### src/rtl/decode_pkg.sv
// Shared types for the RISC-V decode stage: opcode constants, field encodings,
// the decoded-entry record and the skid-buffer state.
package decode_pkg;

  localparam logic [6:0] OP_LOAD   = 7'b0000011;
  localparam logic [6:0] OP_STORE  = 7'b0100011;
  localparam logic [6:0] OP_BRANCH = 7'b1100011;
  localparam logic [6:0] OP_JAL    = 7'b1101111;
  localparam logic [6:0] OP_JALR   = 7'b1100111;
  localparam logic [6:0] OP_LUI    = 7'b0110111;
  localparam logic [6:0] OP_AUIPC  = 7'b0010111;
  localparam logic [6:0] OP_IMM    = 7'b0010011;
  localparam logic [6:0] OP_OP     = 7'b0110011;
  localparam logic [6:0] OP_SYSTEM = 7'b1110011;

  typedef enum logic [1:0] {
    CSR_NONE = 2'd0,
    CSR_RC   = 2'd1,
    CSR_RS   = 2'd2,
    CSR_RW   = 2'd3
  } csr_op_e;

  typedef enum logic [1:0] {
    MEM_BYTE   = 2'd0,
    MEM_HALF   = 2'd1,
    MEM_WORD   = 2'd2,
    MEM_DOUBLE = 2'd3
  } mem_size_e;

  typedef enum logic [1:0] {
    ST_EMPTY = 2'd0,
    ST_ONE   = 2'd1,
    ST_TWO   = 2'd2
  } skid_state_e;

  // XLEN-wide fields (imm, pc) are carried beside this record by the stage.
  typedef struct packed {
    logic [4:0] rs1;
    logic [4:0] rs2;
    logic [4:0] rd;
    logic [6:0] opcode;
    logic [2:0] func3;
    logic [6:0] func7;
    logic       reg_write;
    logic       branch;
    logic       jump;
    logic       mem_read;
    logic       mem_write;
    mem_size_e  mem_size;
    logic       mem_unsigned;
    csr_op_e    csr_op;
    logic       csr_imm;
    logic       illegal;
  } dec_entry_t;

  // CSRRW/CSRRS/CSRRC (and immediate forms) differ only in func3[1:0].
  function automatic csr_op_e csr_op_from_func3(input logic [1:0] f3_lo);
    csr_op_e op;
    case (f3_lo)
      2'b01:   op = CSR_RW;
      2'b10:   op = CSR_RS;
      2'b11:   op = CSR_RC;
      default: op = CSR_NONE;
    endcase
    return op;
  endfunction

endpackage

### src/rtl/decode_logic.sv
// Purely combinational RV32/RV64 instruction decoder: field extraction,
// format-selected immediate, control classification and illegal detection.
module decode_logic
  import decode_pkg::*;
#(
  parameter int XLEN   = 32,
  parameter bit CSR_EN = 1'b1
) (
  input  logic [31:0]     i_instr,
  output dec_entry_t      o_entry,
  output logic [XLEN-1:0] o_imm
);

  logic [6:0]  w_opcode;
  logic [2:0]  w_f3;
  logic [4:0]  w_rd;
  logic [31:0] w_imm32;
  logic        w_illegal;
  logic        w_wr_class;
  logic        w_csr_form;
  csr_op_e     w_csr_op;
  logic        w_is_load;
  logic        w_is_store;

  assign w_opcode   = i_instr[6:0];
  assign w_f3       = i_instr[14:12];
  assign w_rd       = i_instr[11:7];
  assign w_is_load  = (w_opcode == OP_LOAD);
  assign w_is_store = (w_opcode == OP_STORE);

  always_comb begin
    w_imm32 = 32'd0;
    case (w_opcode)
      OP_LOAD, OP_JALR, OP_IMM: w_imm32 = {{20{i_instr[31]}}, i_instr[31:20]};
      OP_STORE:  w_imm32 = {{20{i_instr[31]}}, i_instr[31:25], i_instr[11:7]};
      OP_BRANCH: w_imm32 = {{19{i_instr[31]}}, i_instr[31], i_instr[7],
                            i_instr[30:25], i_instr[11:8], 1'b0};
      OP_LUI, OP_AUIPC: w_imm32 = {i_instr[31:12], 12'h000};
      OP_JAL:    w_imm32 = {{11{i_instr[31]}}, i_instr[31], i_instr[19:12],
                            i_instr[20], i_instr[30:21], 1'b0};
      default:   w_imm32 = 32'd0;
    endcase
  end

  always_comb begin
    w_illegal  = 1'b0;
    w_wr_class = 1'b0;
    w_csr_form = 1'b0;
    case (w_opcode)
      OP_LUI, OP_AUIPC, OP_JAL, OP_JALR, OP_IMM, OP_OP: w_wr_class = 1'b1;
      OP_LOAD: begin
        w_wr_class = 1'b1;
        w_illegal  = (w_f3 == 3'b111) ||
                     ((XLEN == 32) && ((w_f3 == 3'b011) || (w_f3 == 3'b110)));
      end
      OP_STORE:  w_illegal = w_f3[2] || ((XLEN == 32) && (w_f3 == 3'b011));
      OP_BRANCH: w_illegal = (w_f3 == 3'b010) || (w_f3 == 3'b011);
      OP_SYSTEM: begin
        // func3 == 000 is ECALL/EBREAK, which stays legal without CSRs
        w_csr_form = (w_f3 != 3'b000);
        w_illegal  = w_csr_form && !CSR_EN;
      end
      default:   w_illegal = 1'b1;
    endcase
    w_illegal = w_illegal || (i_instr[1:0] != 2'b11);
    w_csr_op  = w_csr_form ? csr_op_from_func3(w_f3[1:0]) : CSR_NONE;
  end

  always_comb begin
    o_entry              = '0;
    o_entry.rs1          = i_instr[19:15];
    o_entry.rs2          = i_instr[24:20];
    o_entry.rd           = w_rd;
    o_entry.opcode       = w_opcode;
    o_entry.func3        = w_f3;
    o_entry.func7        = i_instr[31:25];
    o_entry.reg_write    = !w_illegal && (w_rd != 5'd0) &&
                           (w_wr_class || (w_csr_op != CSR_NONE));
    o_entry.branch       = !w_illegal && (w_opcode == OP_BRANCH);
    o_entry.jump         = !w_illegal && ((w_opcode == OP_JAL) || (w_opcode == OP_JALR));
    o_entry.mem_read     = !w_illegal && w_is_load;
    o_entry.mem_write    = !w_illegal && w_is_store;
    o_entry.mem_size     = (w_is_load || w_is_store) ? mem_size_e'(w_f3[1:0]) : MEM_BYTE;
    o_entry.mem_unsigned = w_is_load && w_f3[2];
    o_entry.csr_op       = w_illegal ? CSR_NONE : w_csr_op;
    o_entry.csr_imm      = w_csr_form && w_f3[2];
    o_entry.illegal      = w_illegal;
  end

  assign o_imm = XLEN'($signed(w_imm32));

endmodule

### src/rtl/decode_stage.sv
// Registered decode stage with a two-entry skid buffer; in_ready depends only
// on the registered buffer state, never combinationally on out_ready.
module decode_stage
  import decode_pkg::*;
#(
  parameter int XLEN   = 32,
  parameter bit CSR_EN = 1'b1
) (
  input  logic            i_clk,
  input  logic            i_rst,
  input  logic            i_flush,
  input  logic            i_in_valid,
  output logic            o_in_ready,
  input  logic [31:0]     i_in_instr,
  input  logic [XLEN-1:0] i_in_pc,
  output logic            o_out_valid,
  input  logic            i_out_ready,
  output logic [XLEN-1:0] o_out_pc,
  output logic [4:0]      o_rs1,
  output logic [4:0]      o_rs2,
  output logic [4:0]      o_rd,
  output logic [6:0]      o_opcode,
  output logic [2:0]      o_func3,
  output logic [6:0]      o_func7,
  output logic [XLEN-1:0] o_imm,
  output logic            o_reg_write,
  output logic            o_branch,
  output logic            o_jump,
  output logic            o_mem_read,
  output logic            o_mem_write,
  output logic [1:0]      o_mem_size,
  output logic            o_mem_unsigned,
  output logic [1:0]      o_csr_op,
  output logic            o_csr_imm,
  output logic            o_illegal
);

  dec_entry_t      w_dec;
  logic [XLEN-1:0] w_dec_imm;
  skid_state_e     r_state;
  skid_state_e     w_next_state;
  logic            r_out_valid;
  logic            r_in_ready;
  dec_entry_t      r_head;
  dec_entry_t      r_skid;
  logic [XLEN-1:0] r_head_imm;
  logic [XLEN-1:0] r_skid_imm;
  logic [XLEN-1:0] r_head_pc;
  logic [XLEN-1:0] r_skid_pc;
  logic            w_accept;
  logic            w_drain;
  logic            w_load_head;
  logic            w_head_from_skid;
  logic            w_load_skid;

  decode_logic #(
    .XLEN   (XLEN),
    .CSR_EN (CSR_EN)
  ) u_decode (
    .i_instr (i_in_instr),
    .o_entry (w_dec),
    .o_imm   (w_dec_imm)
  );

  assign w_accept = i_in_valid && r_in_ready;
  assign w_drain  = r_out_valid && i_out_ready;

  always_comb begin
    w_next_state     = r_state;
    w_load_head      = 1'b0;
    w_head_from_skid = 1'b0;
    w_load_skid      = 1'b0;
    case (r_state)
      ST_EMPTY: begin
        if (w_accept) begin
          w_next_state = ST_ONE;
          w_load_head  = 1'b1;
        end else begin
          w_next_state = ST_EMPTY;
        end
      end
      ST_ONE: begin
        case ({w_accept, w_drain})
          2'b10: begin
            w_next_state = ST_TWO;
            w_load_skid  = 1'b1;
          end
          2'b01:   w_next_state = ST_EMPTY;
          2'b11: begin
            w_next_state = ST_ONE;
            w_load_head  = 1'b1;
          end
          default: w_next_state = ST_ONE;
        endcase
      end
      ST_TWO: begin
        if (w_drain) begin
          w_next_state     = ST_ONE;
          w_load_head      = 1'b1;
          w_head_from_skid = 1'b1;
        end else begin
          w_next_state = ST_TWO;
        end
      end
      default: w_next_state = ST_EMPTY;
    endcase
  end

  // Flush clears occupancy only; stale payload is hidden behind out_valid = 0.
  always_ff @(posedge i_clk) begin
    if (i_rst) begin
      r_state     <= ST_EMPTY;
      r_out_valid <= 1'b0;
      r_in_ready  <= 1'b0;
      r_head      <= '0;
      r_skid      <= '0;
      r_head_imm  <= '0;
      r_skid_imm  <= '0;
      r_head_pc   <= '0;
      r_skid_pc   <= '0;
    end else if (i_flush) begin
      r_state     <= ST_EMPTY;
      r_out_valid <= 1'b0;
      r_in_ready  <= 1'b1;
    end else begin
      r_state     <= w_next_state;
      r_out_valid <= (w_next_state != ST_EMPTY);
      r_in_ready  <= (w_next_state != ST_TWO);
      if (w_load_head) begin
        r_head     <= w_head_from_skid ? r_skid     : w_dec;
        r_head_imm <= w_head_from_skid ? r_skid_imm : w_dec_imm;
        r_head_pc  <= w_head_from_skid ? r_skid_pc  : i_in_pc;
      end
      if (w_load_skid) begin
        r_skid     <= w_dec;
        r_skid_imm <= w_dec_imm;
        r_skid_pc  <= i_in_pc;
      end
    end
  end

  assign o_in_ready     = r_in_ready;
  assign o_out_valid    = r_out_valid;
  assign o_out_pc       = r_head_pc;
  assign o_imm          = r_head_imm;
  assign o_rs1          = r_head.rs1;
  assign o_rs2          = r_head.rs2;
  assign o_rd           = r_head.rd;
  assign o_opcode       = r_head.opcode;
  assign o_func3        = r_head.func3;
  assign o_func7        = r_head.func7;
  assign o_reg_write    = r_head.reg_write;
  assign o_branch       = r_head.branch;
  assign o_jump         = r_head.jump;
  assign o_mem_read     = r_head.mem_read;
  assign o_mem_write    = r_head.mem_write;
  assign o_mem_size     = r_head.mem_size;
  assign o_mem_unsigned = r_head.mem_unsigned;
  assign o_csr_op       = r_head.csr_op;
  assign o_csr_imm      = r_head.csr_imm;
  assign o_illegal      = r_head.illegal;

endmodule

### config.mk
export PLATFORM = sky130hd
export DESIGN_NAME = decode_stage
export DESIGN_NICKNAME = d
export VERILOG_FILES = /design/src/rtl/decode_pkg.sv /design/src/rtl/decode_logic.sv /design/src/rtl/decode_stage.sv
export SDC_FILE = /design/constraint.sdc
export NUM_CORES = 1
export LEC_CHECK = 0
export ABC_CLOCK_PERIOD_IN_PS = 2700
export BUFFER_PORTS_ARGS = -buffer_cell sky130_fd_sc_hd__buf_2
export CORE_UTILIZATION = 40
export CTS_CLUSTER_SIZE = 12
export DETAILED_ROUTE_END_ITERATION = 8
export PLACE_DENSITY_LB_ADDON = 0.15
export SETUP_SLACK_MARGIN = 0.2
export SYNTH_ARGS = -nofsm -noshare
export SYNTH_HDL_FRONTEND = slang
export SYNTH_SLANG_ARGS = --single-unit
### constraint.sdc
create_clock -name i_clk -period 2.7 [get_ports i_clk]
set_clock_uncertainty 0.2 [all_clocks]
set_input_delay 0.135 -clock i_clk [delete_from_list [all_inputs] [get_ports i_clk]]
set_output_delay 0.135 -clock i_clk [all_outputs]
set_load 0.05 [all_outputs]
==> flow_metrics.tcl, run 1 <==
set metrics [dict create \
    numPortBuffers 178 \
    ys_ff_latch 220 \
    final_core_util 0.519 \
    max_slew.worst_pin.slew_ns 0.944 \
    synth_cell_types 64 \
    timing.max_cap.violations 0 \
    finalPower_mw 7.60 \
    dp_slack_ns 0.362 \
    grt_antenna_before_repair 0 \
    dr.pass1.iters 5 \
    timing.rr.end "o_imm[9]$_SDFFE_PP0P_" \
    whs_path_depth 5 \
    cts.clk_slew.worst_paths_ns 0.06 \
    critPathLaunchType "register" \
    syn_nets 1250 \
    netlist_area_um2 9520 \
    synthCells 1174 \
    die_h_um 156 \
    rsz0062_at_grt "yes" \
    grt_pass1_vias 8287 \
    hold_viol 0 \
    cp.required_ns 2.86 \
    clk_latency_ns 0.51 \
    yosysTopAreaCellShare 0.462 \
    min-delay-start "i_in_valid" \
    grt_pass1_wl_um 44000 \
    fmax_mhz 414 \
    cts_buffers 25 \
    ff_latch_area_um2 4400 \
    yosys.area.top_type "dfxtp_1" \
    drv_slew 0 \
    grt_usage 0.225 \
    rows 56 \
    drcViolationCount 0 \
    synth-edff-count 0 \
    cts-root-buf "clkbuf_16" \
    grt_overflow 0 \
    drive_gt1_frac 0.198 \
    place.gp.congestion 0.794 \
    synthFlopType "dfxtp_1" \
    pin_count 179 \
    clock_sink_count 220 \
    finalSetupViolations 0 \
    p_leak_nw 4.64 \
    initial_utilization 0.407 \
    antenna_left 0 \
    core_area_um2 23400 \
    drtIter0Drc 575 \
    hold_path.class "in -> reg" \
    reg2reg_depth 6 \
    via_per_inst 5.17 \
    die_area_um2 24400 \
    area_delta_synth_final_pct 27.5 \
    multi_input_area_um2 4570 \
    endpoint_kind "register" \
    synthArstFlopShare 0 \
    max_slew_margin 0.370 \
    crit_chain "nand4b_1, buf_12, a21o_1, buf_4, a221oi_1, nor3_1" \
    finalCriticalPeriod_ns 2.42 \
    avgSynthCellArea_um2 8.11 \
    fill_cells 2297 \
    netlist_top_cells_area "dfxtp_1 (46%), nand2_1 (13%), a311oi_1 (6.6%)" \
    slowest_stage "dfxtp_1" \
    place_area_um2 10500 \
    fin_area_um2 12100 \
    path_class "reg -> reg" \
    setup-tns-final_ns 0 \
    die_x_um 156 \
    outcome "completed" \
    regToRegStartpoint "r_state[1]$_SDFF_PP0_" \
    critPathMaxStageDelay_ns 0.51 \
    synth_seq_area_share 0.462 \
    fin_crit_sh 0.895 \
    vias 8825 \
    max-vdd-ir-drop_uv 316 \
    arrival_ns 2.58 \
    hold_end "r_state[0]$_SDFF_PP0_" \
    hpwlAfterDp_um 17100 \
    p_per_area_nw_per_um2 626 \
    final_nets 1449 \
    htreeDepth 1 \
    grt_max_degree 167 \
    r2r_slack_ns 0.28 \
    wl_um 28300 \
    cts_max_path_buffers 3 \
    tritoncts "yes" \
    finalWorstSetupSlack_ns 0.282 \
    ys_warn_count 0 \
    cp_max_fo 82 \
    wl_per_cell_um 16.6 \
    n_antenna_cell 0 \
]
==> per-stage QoR <==
step	cells	hold slack (ns)
6_report	1706	0.0508
3_3_place_gp	1583	0.192
2_1_floorplan	1174	0.0710
4_1_cts	1705	0.0367
3_5_place_dp	1583	0.196
5_1_grt	1706	0.130
==> synthesized netlist by cell type, types with 5 or more instances <==
| cell | n |
|---|---|
| a211oi_1 | 26 |
| a21oi_1 | 122 |
| a21oi_2 | 10 |
| a221oi_1 | 15 |
| a311oi_1 | 72 |
| buf_2 | 28 |
| buf_4 | 19 |
| clkbuf_1 | 51 |
| dfxtp_1 | 220 |
| ha_1 | 7 |
| inv_1 | 7 |
| nand2_1 | 332 |
| nand3_1 | 17 |
| nand4_1 | 5 |
| nor2_1 | 124 |
| nor3_1 | 16 |
| o21ai_0 | 8 |
| o31ai_1 | 7 |
| o31ai_2 | 13 |
==> what timing repair did <==
item                                    in CTS  in global routing
setup buffers                                0                  0
resized for setup                            0                  3
endpoints found under the hold margin      208                  0
hold buffers                                81                  0
endpoints found under the setup margin       0                 17
==> per-layer routing <==
layer | vias up | track usage | share of wire
li1 | 4477 | - | -
met1 | 4083 | 0.300 | 0.46
met2 | 231 | 0.379 | 0.46
met3 | 34 | 0.0366 | 0.058
met4 | 0 | 0.0542 | 0.019
met5 | - | 0 | 0
==> where the power goes <==
part	total, mW	switching, mW	internal, mW	leakage [nW]
Combinational	0.858	0.590	0.269	2.46
Clock	3.38	1.29	2.08	0.395
Sequential	3.36	0.0397	3.32	1.78
==> critical path: cells and delay by family, from the launching register on <==
kind                   cells  cell delay (ns)
AO/OA/AOI/OAI              2             0.58
buffers and inverters      2             0.52
flip-flops                 1             0.51
AND/OR/NAND/NOR            2             0.39
==> cell usage in the layout, fill, tap and decap left out, types with 3 or more instances in the layout <==
| cell | n |
|---|---|
| buf_4 | 12 |
| nor3_1 | 16 |
| o31ai_2 | 13 |
| inv_1 | 7 |
| nor2b_1 | 3 |
| nor2_1 | 124 |
| a21oi_1 | 121 |
| buf_12 | 4 |
| a2bb2oi_1 | 4 |
| ha_1 | 7 |
| nand2b_1 | 3 |
| and2_1 | 3 |
| nand3_1 | 17 |
| clkbuf_1 | 7 |
| dfxtp_1 | 220 |
| o31ai_1 | 7 |
| a21oi_2 | 11 |
| a311oi_1 | 72 |
| a211oi_1 | 26 |
| o21ai_0 | 8 |
| nand2_1 | 332 |
| bufinv_16 | 3 |
| buf_2 | 177 |
| clkbuf_8 | 4 |
| nand3b_1 | 4 |
| nand4_1 | 5 |
| dlygate4sd3_1 | 81 |
| buf_6 | 4 |
| a221oi_1 | 15 |
| o211ai_1 | 3 |
| clkbuf_16 | 26 |
==> cell type report <==
type / count / share of cell area
multi-input cells: 840 / 0.376
clock buffers: 36 / 0.0582
flip-flops and latches: 220 / 0.363
well taps: 319 / 0.0329
repair buffers: 279 / 0.160
inverters: 7 / 0.00216
clock inverters: 5 / 0.00825
==> cells by family (layout without fill, tap and decap cells) <==
group,after synthesis,count (layout),synth area share
mux,1,1,0.00118
simple gates,529,529,0.234
flops,220,220,0.462
fa+ha+maj,7,7,0.00920
compound gates,303,303,0.233
buf+inv,114,327,0.0604
==> flip-flops by register name (all words and copies together), names as in the netlist, 7 cells and up <==
signal,cells
o_imm,32
o_opcode,7
r_skid_imm,32
r_skid,44
o_out_pc,32
r_skid_pc,32
o_func7,7
==> worst max path at each step <==
stage | from | to | slack, ns | cells past startpoint
detailed placement | r_state[1]$_SDFF_PP0_ | o_imm[5]$_SDFFE_PP0P_ | 0.36 | 6
global route | o_in_ready$_SDFF_PP0_ | o_imm[14]$_SDFFE_PP0P_ | 0.20 | 8
finish | r_state[1]$_SDFF_PP0_ | o_imm[9]$_SDFFE_PP0P_ | 0.28 | 6
floorplan | o_in_ready$_SDFF_PP0_ | o_imm[10]$_SDFFE_PP0P_ | 0.41 | 8
global placement | r_state[1]$_SDFF_PP0_ | o_imm[8]$_SDFFE_PP0P_ | 0.38 | 6
CTS | o_in_ready$_SDFF_PP0_ | r_skid_pc[14]$_SDFFE_PP0P_ | 0.30 | 7
No activity file was read; power rests on OpenSTA's default activity.
==> run 2: changes to the inputs <==
GPL_TIMING_DRIVEN = 0   (was default)
==> run 2 against run 1 <==
  * Global-route usage up 3.1 points
  * Clock power down 4%
  * Design area rose by 0.82%
  * Critical path depth grew 2
  * Setup slack gained 0.045 ns
  * First-iteration DRC count rose by 14%
  * Worst hold slack got worse by 0.017 ns
  * Highest routed layer unchanged
  * Fmax increased by 1.9%
  * Final cell count grew 4.0%
==> flow_metrics.tcl, run 2 (synthesis results as in run 1) <==
set metrics [dict create \
    max_flop_register "r_skid" \
    die_area_um2 24400 \
    whs_path_depth 5 \
    dr.pass1.iters 5 \
    fmax_mhz 421 \
    cts_max_path_buffers 3 \
    path_class "reg -> reg" \
    reg2reg_depth 8 \
    critPathMaxStageDelay_ns 0.38 \
    wl_um 31600 \
    pin_count 179 \
    outcome "completed" \
    drcViolationCount 0 \
    min-delay-start "i_in_valid" \
    p_per_area_nw_per_um2 614 \
    cts.clk_slew.worst_paths_ns 0.06 \
    hold_viol 0 \
    drtIter0Drc 658 \
    setup-tns-final_ns 0 \
    finalCriticalPeriod_ns 2.37 \
    max_slew_margin 0.486 \
    grt_max_degree 13 \
    area_delta_synth_final_pct 28.5 \
    die_x_um 156 \
    r2r_slack_ns 0.33 \
    final_nets 1518 \
    vias 9451 \
    hpwlAfterDp_um 22100 \
    layout_commonest_cell "nand2_1" \
    max-vdd-ir-drop_uv 367 \
    wl_per_cell_um 17.8 \
    numPortBuffers 176 \
    drv_slew 0 \
    initial_utilization 0.407 \
    finalSetupViolations 0 \
    clk_latency_ns 0.51 \
    n_antenna_cell 0 \
    die_h_um 156 \
    grt_pass1_vias 8927 \
    rows 56 \
    cp.required_ns 2.87 \
    grt_pass1_wl_um 48900 \
    timing.rr.end "o_mem_unsigned$_SDFFE_PP0P_" \
    hold_path.class "in -> reg" \
    cts_buffers 25 \
    max_slew.worst_pin.slew_ns 0.771 \
    cp_max_fo 10 \
    cp_common_cell "a21o_1" \
    slowest_stage "a311oi_1" \
    antenna_left 0 \
    tritoncts "yes" \
    final_core_util 0.523 \
    htreeDepth 1 \
    mostFrequentLayoutCells "nand2_1 (332), dfxtp_1 (220), buf_2 (203)" \
    clock_sink_count 220 \
    grt_overflow 0 \
    core_area_um2 23400 \
    endpoint_kind "register" \
    drive_gt1_frac 0.209 \
    hold_end "o_imm[11]$_SDFFE_PP0P_" \
    fin_crit_sh 0.879 \
    place.gp.congestion 0.879 \
    regToRegStartpoint "o_in_ready$_SDFF_PP0_" \
    cts-root-buf "clkbuf_16" \
    p_leak_nw 4.71 \
    rsz0062_at_grt "no" \
    critPathLaunchType "register" \
    crit_chain "and2_1, ha_1, nand2_1, a21o_1, a21o_1, buf_2, a311oi_1, nor3_1" \
    grt_usage 0.256 \
    arrival_ns 2.54 \
    timing.max_cap.violations 0 \
    grt_antenna_before_repair 0 \
    via_per_inst 5.32 \
    largest_reg_flops 44 \
]
-- run 2: changes by cell type in the layout (fill, tap and decap cells not counted), moves of 2 or more --
cell,previous run,this run
clkbuf_1,7,55
buf_2,177,203
dlygate4sd3_1,81,65
buf_4,12,18
buf_1,0,4
buf_12,4,0
clkbuf_2,0,3
bufinv_16,3,1
-- run 2: report_power, final --
| group | total [mW] | switching [mW] | internal (mW) |
|---|---|---|---|
| logic | 0.903 | 0.622 | 0.281 |
| registers | 3.36 | 0.0406 | 3.32 |
| clock network | 3.25 | 1.33 | 1.92 |
| total | 7.51 | 1.99 | 5.53 |
-- run 2: through the flow --
step | cells | hold WS (ns) | area, um2 | total power, mW | setup slack (ns)
6_report | 1775 | 0.0339 | 12200 | 7.51 | 0.327
2_1_floorplan | 1174 | 0.0710 | 9520 | 3.97 | 0.410
4_1_cts | 1775 | 0.00550 | 12200 | 7.56 | 0.226
5_1_grt | 1775 | 0.0973 | 12200 | 7.75 | 0.221
3_3_place_gp | 1669 | 0.191 | 10800 | 4.25 | 0.276
3_5_place_dp | 1669 | 0.193 | 10800 | 4.26 | 0.260
-- run 2: per-layer routing --
metal / vias up / wire length [um] / global-route usage
met5: - / 0 / 0
met4: 0 / 877 / 0.0826
met3: 59 / 1830 / 0.0280
met2: 331 / 14400 / 0.420
met1: 4435 / 14500 / 0.351
li1: 4626 / - / -
-- run 2: what timing repair did --
item / in CTS / in global routing
resized for setup: 0 / 9
buffers inserted: 0 / 0
endpoints found under the hold margin: 205 / 0
hold buffers: 65 / 0
endpoints found under the setup margin: 0 / 49
-- run 2: worst max path at each step --
stage / startpoint / endpoint / slack, ns / cells after the start
floorplan: o_in_ready$_SDFF_PP0_ / o_imm[10]$_SDFFE_PP0P_ / 0.41 / 8
global placement: o_in_ready$_SDFF_PP0_ / r_skid_imm[0]$_SDFFE_PP0P_ / 0.28 / 8
detailed placement: o_in_ready$_SDFF_PP0_ / r_skid[18]$_SDFFE_PP0P_ / 0.26 / 7
CTS: o_in_ready$_SDFF_PP0_ / r_skid_imm[7]$_SDFFE_PP0P_ / 0.23 / 8
global route: o_out_valid$_SDFF_PP0_ / o_mem_unsigned$_SDFFE_PP0P_ / 0.22 / 9
finish: o_in_ready$_SDFF_PP0_ / o_mem_unsigned$_SDFFE_PP0P_ / 0.33 / 8
-- run 2: area by class of cell --
class	count	area (um2)
multi-input cells	840	4550
flip-flops and latches	220	4400
clock buffers	37	721
clock inverters	4	48.8
repair buffers	241	1530
plain buffers	107	559
well taps	319	399
inverters	7	26.3
fillers	2337	11200
-- run 2: worst max-delay path: cells and delay by family, from the launching register on --
family,cells,cell delay [ns]
flip-flops,1,0.36
AO/OA/AOI/OAI,3,0.89
AND/OR/NAND/NOR,3,0.35
buffers and inverters,1,0.23
adder cells (fa/ha/maj),1,0.19
